**src/rtl/cpu_types_pkg.sv**
```systemverilog
// cpu_types_pkg: shared types for the memory-side cache/RAM path.
// RAM status codes, arbiter states and the machine word.
package cpu_types_pkg;

  localparam int XLEN = 32;

  typedef logic [XLEN-1:0] word_t;

  typedef enum logic [1:0] {
    FREE   = 2'd0,
    BUSY   = 2'd1,
    ACCESS = 2'd2,
    ERROR  = 2'd3
  } ramstate_t;

  typedef enum logic [1:0] {
    IDLE = 2'd0,
    I_RD = 2'd1,
    D_RD = 2'd2,
    D_WR = 2'd3
  } arb_state_t;

endpackage

```
**src/rtl/arb_starve_ctr.sv**
```systemverilog
// arb_starve_ctr: saturating count of dcache grants taken
// while the icache is waiting; sat_o forces the next icache grant.
module arb_starve_ctr #(
  parameter int LIMIT = 4,
  parameter int W     = 3
) (
  input  logic clk_i,
  input  logic rst_i,
  input  logic upd_i,
  input  logic inc_i,
  output logic sat_o
);

  logic [W-1:0] cnt_q, cnt_d;

  assign sat_o = (cnt_q == W'(LIMIT));

  // next count: only moves on an IDLE grant decision
  always_comb begin
    cnt_d = cnt_q;
    if (upd_i) begin
      if (!inc_i)     cnt_d = '0;
      else if (sat_o) cnt_d = cnt_q;
      else            cnt_d = cnt_q + W'(1);
    end
  end

  // count register
  always_ff @(posedge clk_i) begin
    if (rst_i) cnt_q <= '0;
    else       cnt_q <= cnt_d;
  end

endmodule

```
**src/rtl/mem_arbiter.sv**
```systemverilog
// mem_arbiter: serialises icache reads and dcache reads/writes
// onto one RAM port; dcache first, icache forced after a streak.
module mem_arbiter
  import cpu_types_pkg::*;
#(
  parameter int WORD_W       = 32,
  parameter int STARVE_LIMIT = 4
) (
  input  logic              CLK,
  input  logic              RST,
  input  logic              iREN,
  input  logic [WORD_W-1:0] iaddr,
  output logic              iwait,
  output logic [WORD_W-1:0] iload,
  input  logic              dREN,
  input  logic              dWEN,
  input  logic [WORD_W-1:0] daddr,
  input  logic [WORD_W-1:0] dstore,
  output logic              dwait,
  output logic [WORD_W-1:0] dload,
  output logic              ramREN,
  output logic              ramWEN,
  output logic [WORD_W-1:0] ramaddr,
  output logic [WORD_W-1:0] ramstore,
  input  logic [WORD_W-1:0] ramload,
  input  logic [1:0]        ramstate,
  output logic              bus_err
);

  localparam int SW = $clog2(STARVE_LIMIT + 1);

  arb_state_t        state_q, state_d;
  logic [WORD_W-1:0] ramaddr_q, ramaddr_d;
  logic [WORD_W-1:0] ramstore_q, ramstore_d;
  logic              starved;
  logic              upd;
  logic              inc;
  logic              own_req;
  ramstate_t         rs;

  assign rs       = ramstate_t'(ramstate);
  assign ramaddr  = ramaddr_q;
  assign ramstore = ramstore_q;

  // a dcache grant while icache waits grows the streak
  assign upd = (state_q == IDLE);
  assign inc = iREN && !starved && (dWEN || dREN);

  arb_starve_ctr #(
    .LIMIT (STARVE_LIMIT),
    .W     (SW)
  ) u_starve (
    .clk_i (CLK),
    .rst_i (RST),
    .upd_i (upd),
    .inc_i (inc),
    .sat_o (starved)
  );

  // grant selection, RAM strobes and completion handshake
  always_comb begin
    state_d    = state_q;
    ramaddr_d  = ramaddr_q;
    ramstore_d = ramstore_q;
    iwait      = 1'b1;
    dwait      = 1'b1;
    iload      = '0;
    dload      = '0;
    ramREN     = 1'b0;
    ramWEN     = 1'b0;
    bus_err    = 1'b0;
    own_req    = 1'b0;
    unique case (state_q)
      IDLE: begin
        if (iREN && starved) begin
          state_d   = I_RD;
          ramaddr_d = iaddr;
        end else if (dWEN) begin
          state_d    = D_WR;
          ramaddr_d  = daddr;
          ramstore_d = dstore;
        end else if (dREN) begin
          state_d   = D_RD;
          ramaddr_d = daddr;
        end else if (iREN) begin
          state_d   = I_RD;
          ramaddr_d = iaddr;
        end
      end
      I_RD: begin
        ramREN  = 1'b1;
        own_req = iREN;
      end
      D_RD: begin
        ramREN  = 1'b1;
        own_req = dREN;
      end
      D_WR: begin
        ramWEN  = 1'b1;
        own_req = dWEN;
      end
      default: ;
    endcase
    if (state_q != IDLE) begin
      if (rs == ERROR) bus_err = 1'b1;
      // a dropped request never sees its wait released
      if (!own_req || rs == ERROR) begin
        state_d = IDLE;
      end else if (rs == ACCESS) begin
        state_d = IDLE;
        unique case (state_q)
          I_RD: begin
            iwait = 1'b0;
            iload = ramload;
          end
          D_RD: begin
            dwait = 1'b0;
            dload = ramload;
          end
          D_WR: dwait = 1'b0;
          default: ;
        endcase
      end
    end
  end

  // state, captured address and write data
  always_ff @(posedge CLK) begin
    if (RST) begin
      state_q    <= IDLE;
      ramaddr_q  <= '0;
      ramstore_q <= '0;
    end else begin
      state_q    <= state_d;
      ramaddr_q  <= ramaddr_d;
      ramstore_q <= ramstore_d;
    end
  end

endmodule
```
**config.mk**
```make
export PLATFORM = sky130hd
export DESIGN_NAME = mem_arbiter
export DESIGN_NICKNAME = d
export VERILOG_FILES = /design/src/rtl/cpu_types_pkg.sv /design/src/rtl/arb_starve_ctr.sv /design/src/rtl/mem_arbiter.sv
export SDC_FILE = /design/constraint.sdc
export NUM_CORES = 1
export LEC_CHECK = 0
export ABC_CLOCK_PERIOD_IN_PS = 2450
export BUFFER_PORTS_ARGS = -buffer_cell sky130_fd_sc_hd__buf_2
export CAP_MARGIN = 20
export CORE_AREA = 2 2 103 105
export CTS_BUF_LIST = sky130_fd_sc_hd__clkbuf_16
export CTS_CLUSTER_SIZE = 10
export DETAILED_ROUTE_END_ITERATION = 10
export DIE_AREA = 0 0 105 107
export MAX_ROUTING_LAYER = met4
export PLACE_DENSITY = 0.72
export SYNTH_ARGS = -nofsm -noshare
export SYNTH_HDL_FRONTEND = slang
export SYNTH_SLANG_ARGS = --single-unit
```
**constraint.sdc**
```tcl
create_clock -name CLK -period 2.45 [get_ports CLK]
set_input_delay 0.49 -clock CLK [delete_from_list [all_inputs] [get_ports CLK]]
set_output_delay 0.49 -clock CLK [all_outputs]
set_load 0.02 [all_outputs]
```
==> metrics.md <==
| Metric | Value |
|---|---|
| Final count of hold timing violations | `0` |
| TritonCTS clock tree | `yes` |
| Critical Path End Type | `output port` |
| Clock buffer depth | `2` |
| Overall power | `3.75 mW` |
| Final Instance Area | `6310 µm²` |
| Hold_ws | `0.413 ns` |
| Clock Latency Late Sink | `between 0.3 and 0.4 ns` |
| Met3 routed WL | `1160 µm` |
| Total number of vias | `4,736` |
| Final core utilization | `0.626` |
| Row cnt | `37` |
| Final Setup Violations | `66` |
| Top_reg_cell synth | `dfxtp_1` |
| Cells after synthesis | `456` |
| Buffers on Ports | `roughly 270` |
| CTS Root Cell | `clkbuf_16` |
| Worst min path class | `in -> reg` |
| RR Endpoint | `ramstore[18]` |
| Initial antenna violation count | `0` |
| Max Cap Viol | `0` |
| Peak Freq | `between 300 and 400 MHz` |
| Top-area cell type share of the netlist area | `0.389` |
| Drt wl/cell | `18.8 µm` |
| WP data arrival | `2.14 ns` |
| GRT Overall Usage | `0.234` |
| Initial Util | `0.351` |
| Global route total overflow | `0` |
| Share of layout cells above drive strength 1 | `0.544` |
| Commonest non-fill, non-tap cell in the layout | `buf_2` |
| Die Span Y | `between 100 and 150 µm` |
| Final ANT Viol Nets | `0` |
| Die width | `roughly 110 µm` |
| Synthesized flop and latch total | `69` |
| DRT iter0 DRCs | `340` |
| Ys async rst share | `0` |
| DRC Markers | `0` |
| Avg Vias per Cell | `roughly 5.6` |
| Hold Crit Depth | `3` |
| First drt pass iteration count | `7` |
| CP required | `between 1.5 and 2 ns` |
| Synth top area cells | `dfxtp_1 39%, and3_1 11%, nand3_1 9.2%` |
| CP Max Fanout | `8` |
| WL met1 | `6530 µm` |
| Tmin final | `2.63 ns` |
| DR top layer | `met4` |
| Htree depth | `3` |
| NumNets Final | `roughly 850` |
| Syn nets | `598` |
| Slew Viols, Final | `0` |
| WL met2 | `about 8100 µm` |
| Max Clock Skew | `0.00676 ns` |
| Worst slew pin tran | `around 0.7 ns` |
| Total Wirelength | `16,000 µm` |
| CTS Buf Count | `9` |
| R2R setup slack | `roughly 0.47 ns` |
| Final instance count without filler cells | `851` |
| Worst setup SP type | `register` |
| Min-Delay Endpoint | `ramstore[3]` |
| Hold Startpoint | `dstore[3]` |
| Leak | `roughly 2.9 nW` |
| Setup TNS Final | `-9.59 ns` |
| RSZ-0062 raised after global routing | `true` |
| Clock Sinks | `69` |
| Synthesized cell area | `roughly 3500 µm²` |
| Slew headroom | `0.528` |
| GPL Wtd Cong | `0.881` |
| Area leader, netlist | `dfxtp_1` |
| Vias in the first global route | `4,150` |
| Most frequent cells in the layout | `202 x buf_2, 70 x buf_6, 67 x dfxtp_1` |
| Final worst slack | `-0.180 ns` |
| Diodes inserted | `0` |
| Share of the yosys chip area belonging to registers | `0.389` |
| Placed wire-length estimate | `9440 µm` |
| First-pass GRT wire length | `21,000 µm` |
| Io pins | `268` |
| Die ar. | `11,200 µm²` |
| Placed insts | `817` |
| EDFF count, synth | `0` |
| Core region area | `10,100 µm²` |
| Synth cell types | `31` |
| Clk pin slew, worst setup/hold paths | `0.06 ns` |
| Final period util | `1.07` |
| VDD IR max | `0.000418 V` |
| Worst Reg-to-Reg Cells | `6` |
| RR Startpoint | `u_starve.cnt_q[0]` |
| Run status | `complete, but fails checks` |
| Syn avg cell area | `slightly below 8 µm²` |
| Cell Area, Placed | `4940 µm²` |
| Pre-CTS WS | `0.190 ns` |
| Hold_buf cts | `0` |
| PD cells | `594 nW/µm²` |
| Ys Warns | `0` |
| Largest net degree at the start of global routing | `65` |
| Critical path class | `reg -> out` |
| Failing checks | `negative setup slack` |
| Area Growth Syn to Fin | `78.0%` |
-- cells by family (layout without fill, tap and decap cells) --
kind of cell / after synthesis / after routing / share of synthesized area
XOR/XNOR: 2 / 2 / 0.00494
AO/OA/AOI/OAI: 136 / 136 / 0.233
multiplexers: 1 / 1 / 0.00282
AND/OR/NAND/NOR: 178 / 178 / 0.265
buffers and inverters: 63 / 322 / 0.0804
adder cells (fa/ha/maj): 7 / 7 / 0.0247
flip-flops: 69 / 69 / 0.389
-- routing by layer --
metal | vias up | GRT usage
met5 | - | -
met4 | 0 | 0.0457
met3 | 24 | 0.0419
met2 | 229 | 0.376
met1 | 2288 | 0.311
li1 | 2195 | -
-- critical path, cell delays in order (launching register included) --
cell and delay [ns]:
dfxtp_4 0.39, inv_6 0.06, ha_4 0.16, a222oi_1 0.34, buf_4 0.20, nor4_4 0.04
buf_6 0.15, buf_6 0.14, and3_1 0.20, buf_6 0.14
-- report_power, final --
group	switching, mW	internal, mW
Sequential	0.0750	1.26
Clock	0.505	0.896
Combinational	0.620	0.395
-- registers in the layout (all words and copies together), names as in the netlist --
register,flops
ramstore,32
ramaddr,32
u_starve.cnt_q,3
state_q,2
-- timing repair --
item | in CTS | in global routing
gates cloned | 3 | 6
setup buffers | 5 | 3
gates resized for setup | 75 | 139
endpoints found under the hold margin | 0 | 0
endpoints found under the setup margin | 66 | 66
pin swaps | 13 | 10
-- worst max-delay path by stage --
stage | from | to | slack, ns | cells after the start
global placement | dREN | iload[2] | 0.24 | 7
detailed placement | state_q[0] | iload[3] | 0.19 | 7
finish | state_q[0] | dload[4] | -0.18 | 9
CTS | state_q[0] | dload[30] | -0.13 | 9
global route | state_q[0] | dload[8] | -0.25 | 9
floorplan | state_q[0] | dload[14] | 0.22 | 7
-- final cells by class --
class / count / area (µm²)
fillers: 858 / 3780
well taps: 136 / 170
inverters: 7 / 33.8
clock inverters: 7 / 98.8
multi-input cells: 324 / 2250
clock buffers: 9 / 225
flip-flops and latches: 69 / 1390
repair buffers: 299 / 2140
-- Yosys cell counts, types with 2 or more instances --
cell type / number
buf_2: 7
buf_1: 3
a311oi_1: 32
clkbuf_2: 2
o21ai_0: 65
buf_6: 5
nor2_1: 34
nand3_1: 65
dfxtp_1: 69
clkbuf_1: 39
ha_1: 7
a21oi_1: 32
nand2b_1: 2
and3_1: 65
nand2_1: 4
inv_1: 7
nor3_1: 4
(Power assumes the default switching activity.)
